## config.mk

```make
export PLATFORM = sky130hd
export DESIGN_NAME = text_console_writer
export DESIGN_NICKNAME = d
export VERILOG_FILES = /design/src/rtl/text_console_pkg.sv /design/src/rtl/avl_word_master.sv /design/src/rtl/text_console_writer.sv
export SDC_FILE = /design/constraint.sdc
export NUM_CORES = 1
export LEC_CHECK = 0
export BUFFER_PORTS_ARGS = -buffer_cell sky130_fd_sc_hd__buf_2
export CAP_MARGIN = 20
export CORE_MARGIN = 2
export CORE_UTILIZATION = 55
export CTS_CLUSTER_SIZE = 20
export DETAILED_ROUTE_END_ITERATION = 10
export PLACE_DENSITY = 0.84
export SYNTH_ARGS = -nofsm -noshare
export SYNTH_HDL_FRONTEND = slang
export SYNTH_SLANG_ARGS = --single-unit
```

## constraint.sdc

```tcl
create_clock -name CLK -period 7.4 [get_ports CLK]
set_input_delay 0.74 -clock CLK [delete_from_list [all_inputs] [get_ports CLK]]
set_output_delay 0.74 -clock CLK [all_outputs]
set_load 0.03 [all_outputs]
```

## src/rtl/text_console_pkg.sv

```systemverilog
// Shared types and constants for the text console writer.
// Optional tab expansion is enabled by defining TEXT_CONSOLE_TAB_EN.
package text_console_pkg;

   typedef enum logic [2:0] {
      ST_IDLE,
      ST_PUT,
      ST_SCRL_RD,
      ST_SCRL_WR,
      ST_ROW_CLR,
      ST_SCR_CLR
   } state_t;

   // What to do with the cursor once a PUT write completes
   typedef enum logic [1:0] {
      PM_ADV,
      PM_BS,
      PM_TAB
   } put_mode_t;

   localparam logic [6:0] CC_LF  = 7'h0A;
   localparam logic [6:0] CC_CR  = 7'h0D;
   localparam logic [6:0] CC_BS  = 7'h08;
   localparam logic [6:0] CC_FF  = 7'h0C;
   localparam logic [6:0] CC_TAB = 7'h09;

   localparam int unsigned VRAM_WORDS = 30 * 80 / 4;

endpackage

```

## src/rtl/avl_word_master.sv

```systemverilog
// Single-transfer Avalon-MM master: presents one held command and reports completion.
// The command registers upstream only change on o_done, so outputs stay stable under waitrequest.
module avl_word_master (
   input  logic        i_req,
   input  logic        i_rd,
   input  logic [9:0]  i_addr,
   input  logic [3:0]  i_be,
   input  logic [31:0] i_wdata,
   output logic        o_done,
   output logic [31:0] o_rdata,
   output logic [9:0]  o_m_addr,
   output logic        o_m_read,
   output logic        o_m_write,
   output logic [3:0]  o_m_byte_en,
   output logic [31:0] o_m_writedata,
   input  logic [31:0] i_m_readdata,
   input  logic        i_m_waitrequest
);

   assign o_done        = i_req & ~i_m_waitrequest;
   assign o_rdata       = i_m_readdata;
   assign o_m_read      = i_req & i_rd;
   assign o_m_write     = i_req & ~i_rd;
   assign o_m_addr      = i_req ? i_addr  : '0;
   assign o_m_byte_en   = i_req ? i_be    : '0;
   assign o_m_writedata = i_req ? i_wdata : '0;

endmodule

```

## src/rtl/text_console_writer.sv

```systemverilog
// Streams characters into the 80x30 text VRAM with cursor, control codes and scrolling.
// Define TEXT_CONSOLE_TAB_EN to expand 0x09 into fill cells up to the next 8-column stop.
module text_console_writer #(
   parameter int unsigned COLS      = 80,
   parameter int unsigned ROWS      = 30,
   parameter logic [7:0]  FILL_CODE = 8'h00
) (
   input  logic        CLK,
   input  logic        RESET_N,
   input  logic [7:0]  CHAR_DATA,
   input  logic        CHAR_VALID,
   output logic        CHAR_READY,
   output logic        BUSY,
   output logic [6:0]  CURSOR_COL,
   output logic [4:0]  CURSOR_ROW,
   output logic [9:0]  M_ADDR,
   output logic        M_READ,
   output logic        M_WRITE,
   output logic [3:0]  M_BYTE_EN,
   output logic [31:0] M_WRITEDATA,
   input  logic [31:0] M_READDATA,
   input  logic        M_WAITREQUEST
);
   import text_console_pkg::*;

   localparam logic [9:0]  ROW_STEP  = 10'(COLS / 4);
   localparam logic [9:0]  LAST_MOVE = 10'(ROWS * COLS / 4 - COLS / 4 - 1);
   localparam logic [9:0]  LAST_WORD = 10'(ROWS * COLS / 4 - 1);
   localparam logic [6:0]  LAST_COL  = 7'(COLS - 1);
   localparam logic [4:0]  LAST_ROW  = 5'(ROWS - 1);
   localparam logic [31:0] FILL_WORD = {4{FILL_CODE}};

   function automatic logic [11:0] cell_idx(input logic [4:0] row, input logic [6:0] col);
      return 12'(row) * 12'(COLS) + 12'(col);
   endfunction

   state_t      r_state;
   put_mode_t   r_mode;
   logic [6:0]  r_col;
   logic [4:0]  r_row;
   logic        r_req;
   logic        r_rd;
   logic [9:0]  r_addr;
   logic [3:0]  r_be;
   logic [31:0] r_wdata;

   logic        w_done;
   logic [31:0] w_rdata;
   logic [6:0]  w_col_nxt;
   logic [11:0] w_idx_cur;
   logic [11:0] w_idx_prev;
   logic [11:0] w_idx_next;

   assign w_col_nxt  = r_col + 7'd1;
   assign w_idx_cur  = cell_idx(r_row, r_col);
   assign w_idx_prev = cell_idx(r_row, r_col - 7'd1);
   assign w_idx_next = cell_idx(r_row, w_col_nxt);

   assign CHAR_READY = RESET_N & (r_state == ST_IDLE);
   assign BUSY       = (r_state != ST_IDLE);
   assign CURSOR_COL = r_col;
   assign CURSOR_ROW = r_row;

   avl_word_master u_master (
      .i_req           (r_req),
      .i_rd            (r_rd),
      .i_addr          (r_addr),
      .i_be            (r_be),
      .i_wdata         (r_wdata),
      .o_done          (w_done),
      .o_rdata         (w_rdata),
      .o_m_addr        (M_ADDR),
      .o_m_read        (M_READ),
      .o_m_write       (M_WRITE),
      .o_m_byte_en     (M_BYTE_EN),
      .o_m_writedata   (M_WRITEDATA),
      .i_m_readdata    (M_READDATA),
      .i_m_waitrequest (M_WAITREQUEST)
   );

   always_ff @(posedge CLK or negedge RESET_N) begin
      if (!RESET_N) begin
         r_state <= ST_IDLE;
         r_mode  <= PM_ADV;
         r_col   <= '0;
         r_row   <= '0;
         r_req   <= 1'b0;
         r_rd    <= 1'b0;
         r_addr  <= '0;
         r_be    <= '0;
         r_wdata <= '0;
      end else begin
         case (r_state)
            ST_IDLE: if (CHAR_VALID) begin
               if (!CHAR_DATA[7] && (CHAR_DATA[6:0] < 7'h20)) begin
                  case (CHAR_DATA[6:0])
                     CC_LF: if (r_row == LAST_ROW) begin
                        r_req   <= 1'b1;
                        r_rd    <= 1'b1;
                        r_addr  <= ROW_STEP;
                        r_be    <= 4'hF;
                        r_state <= ST_SCRL_RD;
                     end else begin
                        r_col <= '0;
                        r_row <= r_row + 5'd1;
                     end
                     CC_CR: r_col <= '0;
                     CC_BS: if (r_col != '0) begin
                        r_req   <= 1'b1;
                        r_rd    <= 1'b0;
                        r_addr  <= w_idx_prev[11:2];
                        r_be    <= 4'b0001 << w_idx_prev[1:0];
                        r_wdata <= FILL_WORD;
                        r_mode  <= PM_BS;
                        r_state <= ST_PUT;
                     end
                     CC_FF: begin
                        r_req   <= 1'b1;
                        r_rd    <= 1'b0;
                        r_addr  <= '0;
                        r_be    <= 4'hF;
                        r_wdata <= FILL_WORD;
                        r_state <= ST_SCR_CLR;
                     end
`ifdef TEXT_CONSOLE_TAB_EN
                     CC_TAB: begin
                        r_req   <= 1'b1;
                        r_rd    <= 1'b0;
                        r_addr  <= w_idx_cur[11:2];
                        r_be    <= 4'b0001 << w_idx_cur[1:0];
                        r_wdata <= FILL_WORD;
                        r_mode  <= PM_TAB;
                        r_state <= ST_PUT;
                     end
`endif
                     default: ;
                  endcase
               end else begin
                  r_req   <= 1'b1;
                  r_rd    <= 1'b0;
                  r_addr  <= w_idx_cur[11:2];
                  r_be    <= 4'b0001 << w_idx_cur[1:0];
                  r_wdata <= {4{CHAR_DATA}};
                  r_mode  <= PM_ADV;
                  r_state <= ST_PUT;
               end
            end

            ST_PUT: if (w_done) begin
               if (r_mode == PM_BS) begin
                  r_col   <= r_col - 7'd1;
                  r_req   <= 1'b0;
                  r_state <= ST_IDLE;
               end else if (r_col == LAST_COL) begin
                  // End of line: the cursor only moves once any scroll has finished
                  if (r_row == LAST_ROW) begin
                     r_rd    <= 1'b1;
                     r_addr  <= ROW_STEP;
                     r_be    <= 4'hF;
                     r_state <= ST_SCRL_RD;
                  end else begin
                     r_col   <= '0;
                     r_row   <= r_row + 5'd1;
                     r_req   <= 1'b0;
                     r_state <= ST_IDLE;
                  end
               end else if ((r_mode == PM_TAB) && (w_col_nxt[2:0] != 3'd0)) begin
                  r_col  <= w_col_nxt;
                  r_addr <= w_idx_next[11:2];
                  r_be   <= 4'b0001 << w_idx_next[1:0];
               end else begin
                  r_col   <= w_col_nxt;
                  r_req   <= 1'b0;
                  r_state <= ST_IDLE;
               end
            end

            ST_SCRL_RD: if (w_done) begin
               r_wdata <= w_rdata;
               r_rd    <= 1'b0;
               r_addr  <= r_addr - ROW_STEP;
               r_state <= ST_SCRL_WR;
            end

            ST_SCRL_WR: if (w_done) begin
               if (r_addr == LAST_MOVE) begin
                  r_addr  <= r_addr + 10'd1;
                  r_wdata <= FILL_WORD;
                  r_state <= ST_ROW_CLR;
               end else begin
                  r_rd    <= 1'b1;
                  r_addr  <= r_addr + ROW_STEP + 10'd1;
                  r_state <= ST_SCRL_RD;
               end
            end

            ST_ROW_CLR: if (w_done) begin
               if (r_addr == LAST_WORD) begin
                  r_col   <= '0;
                  r_req   <= 1'b0;
                  r_state <= ST_IDLE;
               end else begin
                  r_addr <= r_addr + 10'd1;
               end
            end

            ST_SCR_CLR: if (w_done) begin
               if (r_addr == LAST_WORD) begin
                  r_col   <= '0;
                  r_row   <= '0;
                  r_req   <= 1'b0;
                  r_state <= ST_IDLE;
               end else begin
                  r_addr <= r_addr + 10'd1;
               end
            end

            default: begin
               r_req   <= 1'b0;
               r_state <= ST_IDLE;
            end
         endcase
      end
   end

endmodule

```

After elaboration in Yosys (flattened, before gate mapping)
Index checks and enable logic that the tools add are counted.
{ "word_totals": {"reg_bits": 65, "out_inout_bits": 62, "elab_cells": 195} }
{ "classes": {"n_addsub": 10, "mul": 1, "order_cmp": 1, "n_eq_ne": 40, "n_shift": 3, "mux": 100, "n_bitwise": 7, "n_reduce_logical": 24} }
{ "op_table": {"columns": ["op", "count"], "rows": [
  ["two-way mux 32 bit", 7],
  ["two-way mux 10 bit", 14],
  ["case mux 32 bit (3 select lines)", 1],
  ["case mux 32 bit (2 select lines)", 1],
  ["two-way mux 7 bit", 8],
  ["case mux 10 bit (5 select lines)", 1],
  ["two-way mux 5 bit", 9],
  ["two-way mux 3 bit", 13],
  ["adder 12 x 7 -> 12 bit", 3],
  ["two-way mux 4 bit", 9],
  ["case mux 10 bit (3 select lines)", 1],
  ["AND reduction 10 bit", 3],
  ["equality test 7 x 4 -> 1 bit, second input constant", 4],
  ["two-way mux 1 bit", 21],
  ["case mux 7 bit (3 select lines)", 1],
  ["AND reduction 7 bit", 3],
  ["adder 10 x 1 -> 10 bit, second input constant", 2],
  ["equality test 10 bit, second input constant", 2],
  ["!= test 2 x 1 -> 1 bit, second input constant", 10],
  ["!= test 4 bit, second input constant", 4],
  ["case mux 3 bit (5 select lines)", 1],
  ["case mux 5 bit (3 select lines)", 1],
  ["nonzero test 3 bit", 5],
  ["!= test 2 bit, second input constant", 7],
  ["39 further kinds", 55]
]} }

Logic depth before layout (Yosys ltp)
Gate-level depths: netlist of the first run.
{ "logic_depth": {"ltp_word": 8, "depth_mapped": 12, "mapped_depth_nobuf": 12} }

Cells and area by module
Synthesis of the first run repeated with hierarchy kept, for this count alone.
{ "unflattened": {"cells_unflattened": 773, "area_unflattened_um2": 6070.8} }
{ "modules_own_cells": {"columns": ["module", "instances", "cells_per_inst", "area_each_um2"], "rows": [
  ["text_console_writer", 1, 687, 5486.5],
  ["avl_word_master", 1, 86, 584.3]
]} }

Worst setup path after synthesis of the first run
No wires, ideal clock.
{ "synth_path": {"kind": "register to register", "from": "register r_col[2] (netlist: CURSOR_COL[2])", "to": "register r_addr[7]", "setup_ps": 131, "t_arrival_ps": 2916, "slack_ps": 4353, "stages_incl_launch_ff": 12, "n_path_buf": 1, "period_less_slack_ps": 3047, "cell_sequence": "dfrtp_1 buf_1 nor3_1 nor3b_1 xnor2_1 ha_1 a21o_1 a21oi_1 o22ai_1 a22o_1 a2111oi_0 o2bb2ai_1"} }
{ "synth_via": {"elab_chain_len": 7, "word_cells_on_any_way": 21} }
{ "synth_rtl": {"columns": ["element", "line_no", "source"], "rows": [
  ["start, declared", "text_console_writer.sv:39", "logic [6:0] r_col;"],
  ["start signal, assigned", "text_console_writer.sv:151", "r_col <= r_col - 7'd1;"],
  ["start signal, assigned", "text_console_writer.sv:168", "r_col <= w_col_nxt;"],
  ["start signal, assigned", "text_console_writer.sv:172", "r_col <= w_col_nxt;"],
  ["subtractor 7 x 1 -> 7 bit or adder 7 x 1 -> 7 bit (tied branches)", "text_console_writer.sv:56, text_console_writer.sv:54", null],
  ["adder 12 x 7 -> 12 bit", "text_console_writer.sv:34", "return 12'(row) * 12'(COLS) + 12'(col);"],
  ["two-way mux 10 bit, on equally long branches", "text_console_writer.sv:108, text_console_writer.sv:167", null],
  ["case mux 10 bit (3 select lines) or two-way mux 10 bit (tied branches)", "text_console_writer.sv:96, text_console_writer.sv:154", null],
  ["two-way mux 10 bit, on equally long branches", "text_console_writer.sv:95, text_console_writer.sv:150", null],
  ["two-way mux 10 bit, on equally long branches", "text_console_writer.sv:94, text_console_writer.sv:149", null],
  ["case mux 10 bit (5 select lines)", "text_console_writer.sv:93", "case (r_state)"],
  ["end signal, assigned", "text_console_writer.sv:111", "r_addr <= w_idx_prev[11:2];"],
  ["end signal, assigned", "text_console_writer.sv:141", "r_addr <= w_idx_cur[11:2];"],
  ["end signal, assigned", "text_console_writer.sv:169", "r_addr <= w_idx_next[11:2];"],
  ["end, declared", "text_console_writer.sv:43", "logic [9:0] r_addr;"]
]} }
Several ways; a longest one is shown, not always the timed one. The select of a mux whose other input is x is not followed.
A chain may end at the register's enable or synchronous reset.

Worst setup path after layout of the first run
{ "layout_path": {"from": "register r_addr[2]", "to": "register r_wdata[14]"} }
{ "layout_via": {"elab_chain_len": 3} }
{ "layout_rtl": {"columns": ["element", "line_no", "source"], "rows": [
  ["equality test 10 bit", "text_console_writer.sv:186", "if (r_addr == LAST_MOVE) begin"],
  ["!= test 2 bit (no line)", null, null],
  ["AND reduction 7 bit (no line)", null, null],
  ["end signal, assigned", "text_console_writer.sv:143", "r_wdata <= {4{CHAR_DATA}};"],
  ["end signal, assigned", "text_console_writer.sv:179", "r_wdata <= w_rdata;"],
  ["end, declared", "text_console_writer.sv:45", "logic [31:0] r_wdata;"]
]} }
Every way passes these cells.

==> results of run 1 <==
cell families (layout without fill, tap and decap cells):
group / count (synthesis) / in the layout / synth area share
fa+ha+maj: 35 / 35 / 0.0814
mux: 4 / 4 / 0.00762
xor+xnor: 26 / 26 / 0.0446
flops: 64 / 64 / 0.279
simple gates: 274 / 274 / 0.255
compound gates: 253 / 253 / 0.283
buf+inv: 67 / 146 / 0.0490
flip-flops by register name, indices dropped and copies added (netlist names):
register and cells:
r_addr 10, r_mode 1, CURSOR_ROW 5, CURSOR_COL 7, r_state 3, r_be 4, r_req 1, r_wdata 32
r_rd 1
power by group through the flow:
stage               Clock (mW)  Sequential [mW]  Combinational, mW
finish                   0.392            0.739               2.01
global route             0.406            0.762               2.18
CTS                      0.391            0.749               1.94
detailed placement           0            0.757               1.93
global placement             0            0.745               1.88
floorplan                    0            0.646               1.54
cells in the mapped netlist (all sizes together), types with 8 or more instances:
cell type   n  area [um^2]
nand3      23          115
o21ai      44          220
nand2      42          158
xnor2      16          140
and3        9         56.3
nor2       66          248
clkbuf     34          128
a21o        9         67.6
inv        18         67.6
o221ai      8         70.1
ha         31          388
o211ai      9         67.6
a21oi      92          460
a211oi     12         90.1
o31ai       8         60.1
nor3       19          111
buf        15         86.3
nand4      12         81.3
and2       55          344
xor2        8         70.1
dfrtp      64         1600
cell type report:
| type | count | area (um^2) | area share |
|---|---|---|---|
| multi-input combinational | 592 | 3870 | 0.590 |
| timing repair buffer | 112 | 596 | 0.0908 |
| clock buffer | 9 | 124 | 0.0189 |
| inverter | 18 | 67.6 | 0.0103 |
| sequential | 64 | 1600 | 0.244 |
| tap | 136 | 170 | 0.0260 |
| clock inverter | 7 | 128 | 0.0195 |
per-stage QoR:
step                      area (um^2)  utilization  total power [mW]
after global placement           6270        0.613              2.63
after global routing             6560        0.641              3.35
after CTS                        6520        0.638              3.08
after detailed placement         6270        0.613              2.68
final                            6560        0.641              3.14
after floorplan                  5750            -              2.18
worst register-to-register path, stage by stage (launching register included):
cell and delay, ns:
dfrtp_1 0.53, inv_1 0.22, ha_1 0.16, nor3b_1 0.51, nand2_1 0.25, o21ai_0 0.29, o2111a_2 0.97, a21oi_1 0.22
how the worst max path moves through the flow:
stage,slack [ns],endpoint,start,cells after the start
3_5_place_dp,3.97,r_wdata[27],r_req,5
2_1_floorplan,4.35,r_addr[7],CURSOR_COL[2],11
5_1_grt,3.76,r_wdata[14],r_addr[3],8
4_1_cts,3.98,r_wdata[27],r_req,5
3_3_place_gp,4.16,r_wdata[6],CHAR_DATA[6],6
6_report,4.05,r_wdata[14],r_addr[2],7
routing by layer:
metal	track usage	up-vias	part of all wire
met5	0	-	0
met4	0.122	0	0.030
met3	0.0662	59	0.12
met2	0.498	415	0.45
met1	0.461	2864	0.40
li1	-	2824	-
==> reports/qor.csv, run 1 <==
metric;value;unit
ANT cells;0;
CP max FO;64;
fraction of registers with async set/reset;1.00;
Worst path slowest cell;o2111a_2;
Clock Latency Late Sink;0.36;ns
GRT Total Usage;0.327;
row count;37;
Initial Utilization;0.562;
DRT Pass-1 Iters;6;
Comb power frac;0.640;
reg2reg end;r_wdata[14];
DRT Wirelength;18700;um
Worst slew margin;0.293;
R2R setup slack;4.05;ns
FF-to-FF path depth;7;
VDD IR-drop max;0.282;mV
postcts setup bufs;0;
clock sinks;64;
syn nets;802;
Critical Path RT;7.57;ns
level count of the clock H-tree;3;
pin count of the biggest net entering global routing;65;
CTS tree;yes;
Root Driver;clkbuf_8;
I/O Buffers;105;
CP bufs+invs;1;
core box area;10200;um^2
synth-to-layout area growth;14.1;%
Fin. Hold Viols;0;
Syn Inst Count;723;
first-pass GRT wire length;29200;um
total grt overflow;0;
switching pwr;1.68;mW
Max Cap Viol;0;
Seq pwr share;0.235;
1st-iter DRT viols;720;
WHS Endpoint;r_wdata[25];
die span in y;106;um
IO Count;106;
post-synthesis instance area;5750;um^2
Critical Path Max Stage Delay;0.97;ns
internal power;1.46;mW
Final ANT Viol Nets;0;
Routed wire per std cell;19.9;um
Switching Share;0.535;
power per cell area;479;nW/um^2
GP Congestion;1.02;
Cell Chain, Critical Path;inv_1 -> ha_1 -> nor3b_1 -> nand2_1 -> o21ai_0 -> o2111a_2 -> a21oi_1;
number of global-route vias before repair;5635;
RSZ-0062 raised after global routing;false;
Final period util;0.452;
layout cells sized above 1;0.180;
Leakage;2.87;nW
most frequent cells in the layout;105 x buf_2, 92 x a21oi_1, 66 x nor2_1, 64 x dfrtp_1, 55 x and2_1;
Remaining DRCs;0;
Longest Clk Path Bufs;2;
post-route setup slack;4.05;ns
RR Startpoint;r_addr[2];
initial antenna violation count;0;
#FFs+latches synth;64;
Post-synth EDFFs;0;
Hold Path Class;reg2reg;
Die ar.;11300;um^2
Die W;106;um
vias per cell;6.57;
pre-CTS WS;3.97;ns
CP top delay family;compound AO/OA/AOI/OAI gates;
synth warn;0;
post-DP HPWL;13600;um
synthesized area per cell;7.95;um^2
crit start category;register;
worst hold margin;0.526;ns
setup TNS;0;ns
most common cell after layout, fill and taps aside;buf_2;
CTS Hold Bufs;0;
Vias;6162;
Top FF cell, synth;dfrtp_1;
fmax;299;MHz
Slew @ Worst Pin;1.06;ns
placed cells;920;
post-layout min period;3.35;ns
Critical Path Sink Type;register;
worst hold path depth;2;
library cells used by synthesis;77;
fin nets;876;
Slew Limit Fails;0;
Crit Path Category;reg2reg;
post-CTS sizing;0;
Num CTS Buffers;9;
sequential share of the synthesized area;0.279;
status;finished clean;
clock slew at the register clock pins of the worst setup and hold paths;0.09;ns
FILL cells;856;
hold wc startpoint;r_wdata[25];
number of non-filler instances in the completed layout;938;
Clock power frac;0.125;
Arrival @ worst endpoint;3.52;ns
Layout Skew;0.0165;ns
# setup viols final;0;
No activity file was read; power rests on OpenSTA's default activity.
==> inputs of run 2 (changes only) <==
==> constraint.sdc (replaced) <==
create_clock -name CLK -period 3.48 [get_ports CLK]
set_input_delay 0.348 -clock CLK [delete_from_list [all_inputs] [get_ports CLK]]
set_output_delay 0.348 -clock CLK [all_outputs]
set_load 0.03 [all_outputs]
==> reports/qor.csv, run 2 (synthesized netlist as in run 1, its figures left out) <==
metric;value;unit;change
Biggest register;r_wdata;;unchanged
cell mode on critical path;ha_1;;
Hold Path Class;in2async;;was reg2reg
Critical Path RT;3.72;ns;was 7.57 ns
Vias;6185;;was 6,162
post-layout min period;3.11;ns;was 3.35 ns
GP Congestion;0.954;;was 1.02
status;finished clean;;unchanged
Slew @ Worst Pin;0.842;ns;was 1.06 ns
setup TNS;0;ns;unchanged
die span in y;106;um;unchanged
M1 GR Usage;0.471;;was 0.461
CP top delay family;adder cells;;was compound AO/OA/AOI/OAI gates
DRT Wirelength;18800;um;was 18,700 um
core box area;10200;um^2;unchanged
Worst path slowest cell;dfrtp_1;;was o2111a_2
area of the multi-input gates;3870;um^2;unchanged
fin nets;892;;was 876
1st-iter DRT viols;839;;was 720
total grt overflow;0;;unchanged
Root Driver;clkbuf_8;;unchanged
Routed wire per std cell;19.7;um;was 19.9 um
vias per cell;6.48;;was 6.57
Worst slew margin;0.439;;was 0.293
level count of the clock H-tree;3;;unchanged
Critical Path Sink Type;register;;unchanged
layout cells sized above 1;0.196;;was 0.180
synth-to-layout area growth;15.7;%;was 14.1%
crit start category;register;;unchanged
RSZ-0062 raised after global routing;false;;unchanged
post-DP HPWL;13800;um;was 13,600 um
Num CTS Buffers;9;;unchanged
Critical Path Max Stage Delay;0.54;ns;was 0.97 ns
met3 usage;0.0552;;was 0.0662
Die W;106;um;unchanged
GRT Total Usage;0.332;;was 0.327
number of global-route vias before repair;5720;;was 5,635
row count;37;;unchanged
Fin. Hold Viols;0;;unchanged
ANT cells;0;;unchanged
CP bufs+invs;1;;unchanged
most common cell after layout, fill and taps aside;buf_2;;unchanged
Remaining DRCs;0;;unchanged
power per cell area;1000;nW/um^2;was 479 nW/um^2
Final ANT Viol Nets;0;;unchanged
clock sinks;64;;unchanged
most frequent cells in the layout;105 x buf_2, 92 x a21oi_1, 66 x nor2_1, 64 x dfrtp_1, 55 x and2_1;;unchanged
Leakage;2.94;nW;was 2.87 nW
# setup viols final;0;;unchanged
flip-flop count of the largest register after layout;32;;unchanged
post-CTS sizing;0;;unchanged
number of non-filler instances in the completed layout;954;;was 938
Arrival @ worst endpoint;3.35;ns;was 3.52 ns
Die ar.;11300;um^2;unchanged
Slew Limit Fails;0;;unchanged
GRT Max-Usage Layer;met2;;unchanged
I/O Buffers;105;;unchanged
Longest Clk Path Bufs;2;;unchanged
initial antenna violation count;0;;unchanged
CTS Hold Bufs;0;;unchanged
first-pass GRT wire length;29900;um;was 29,200 um
fmax;321;MHz;was 299 MHz
pin count of the biggest net entering global routing;65;;unchanged
Layout Skew;0.0190;ns;was 0.0165 ns
placed cells;938;;was 920
Crit Path Category;reg2reg;;unchanged
FILL cells;875;;was 856
clock slew at the register clock pins of the worst setup and hold paths;0.08;ns;was 0.09 ns
CTS tree;yes;;unchanged
IO Count;106;;unchanged
CP max FO;11;;was 64
VDD IR-drop max;0.571;mV;was 0.282 mV
Cell Chain, Critical Path;ha_1 -> nand3_1 -> xnor2_1 -> ha_1 -> inv_1 -> fa_1 -> nor2b_1 -> o21ai_0 -> xor2_1 -> o22ai_1 -> nor4_1 -> nor3_1;;was inv_1 -> ha_1 -> nor3b_1 -> nand2_1 -> o21ai_0 -> o2111a_2 -> a21oi_1
Final period util;0.894;;was 0.452
Initial Utilization;0.562;;unchanged
Max Cap Viol;0;;unchanged
postcts setup bufs;0;;unchanged
Clock Latency Late Sink;0.36;ns;about the same
GR Util met2;0.524;;was 0.498
DRT Pass-1 Iters;6;;unchanged
Reg area;1600;um^2;unchanged
## run 2: cell count changes in the layout (fill, tap and decap cells not counted), sizes merged
| cell | delta |
|---|---|
| clkinv | +1 |
| inv | -1 |
| bufinv | -1 |
| buf | +17 |
## run 2: path summary, 6_finish.rpt
check	slack, ns	from	depth (start not counted)	to
setup / recovery	0.37	CURSOR_COL[0]	12	r_addr[6]
hold / removal	0.24	RESET_N	2	CURSOR_ROW[4]
setup reg to reg	0.37	CURSOR_COL[0]	12	r_addr[6]
hold reg to reg	0.53	r_wdata[1]	2	r_wdata[1]
max in group asynchronous	2.68	RESET_N	2	r_wdata[17]
min in group CLK	0.28	M_READDATA[16]	3	r_wdata[16]
## run 2: worst reg2reg max path, cell delays in order (launching register included)
cell and delay (ns):
dfrtp_1 0.54, ha_1 0.37, nand3_1 0.20, xnor2_1 0.25
ha_1 0.20, inv_1 0.06, fa_1 0.37, nor2b_1 0.25
o21ai_0 0.15, xor2_1 0.17, o22ai_1 0.12, nor4_1 0.27
nor3_1 0.07
## run 2: where the power goes
part           internal, mW  switching [mW]
combinational          1.61            2.86
clock                 0.427           0.324
sequential             1.08           0.377
total                  3.12            3.56
## run 2: layer usage
metal	part of all wire	vias up
met5	0	-
met4	0.029	0
li1	-	2853
met3	0.099	49
met1	0.42	2903
met2	0.45	380
## run 2: metrics by stage
stage	utilization	setup WS, ns	hold WS, ns	area [um^2]	power [mW]
after global placement	0.627	0.502	0.501	6420	5.70
after detailed placement	0.627	0.400	0.510	6420	5.81
after CTS	0.650	0.404	0.273	6650	6.58
final	0.650	0.368	0.236	6650	6.68
after global routing	0.650	0.0631	0.294	6650	7.12
after floorplan	-	0.433	0.0524	5750	4.64
## run 2: cell type report
type,count,area share
Sequential cell,64,0.241
Clock buffer,10,0.0207
Multi-Input combinational cell,592,0.582
Tap cell,136,0.0256
Clock inverter,6,0.0137
Inverter,18,0.0102
Timing Repair Buffer,128,0.107
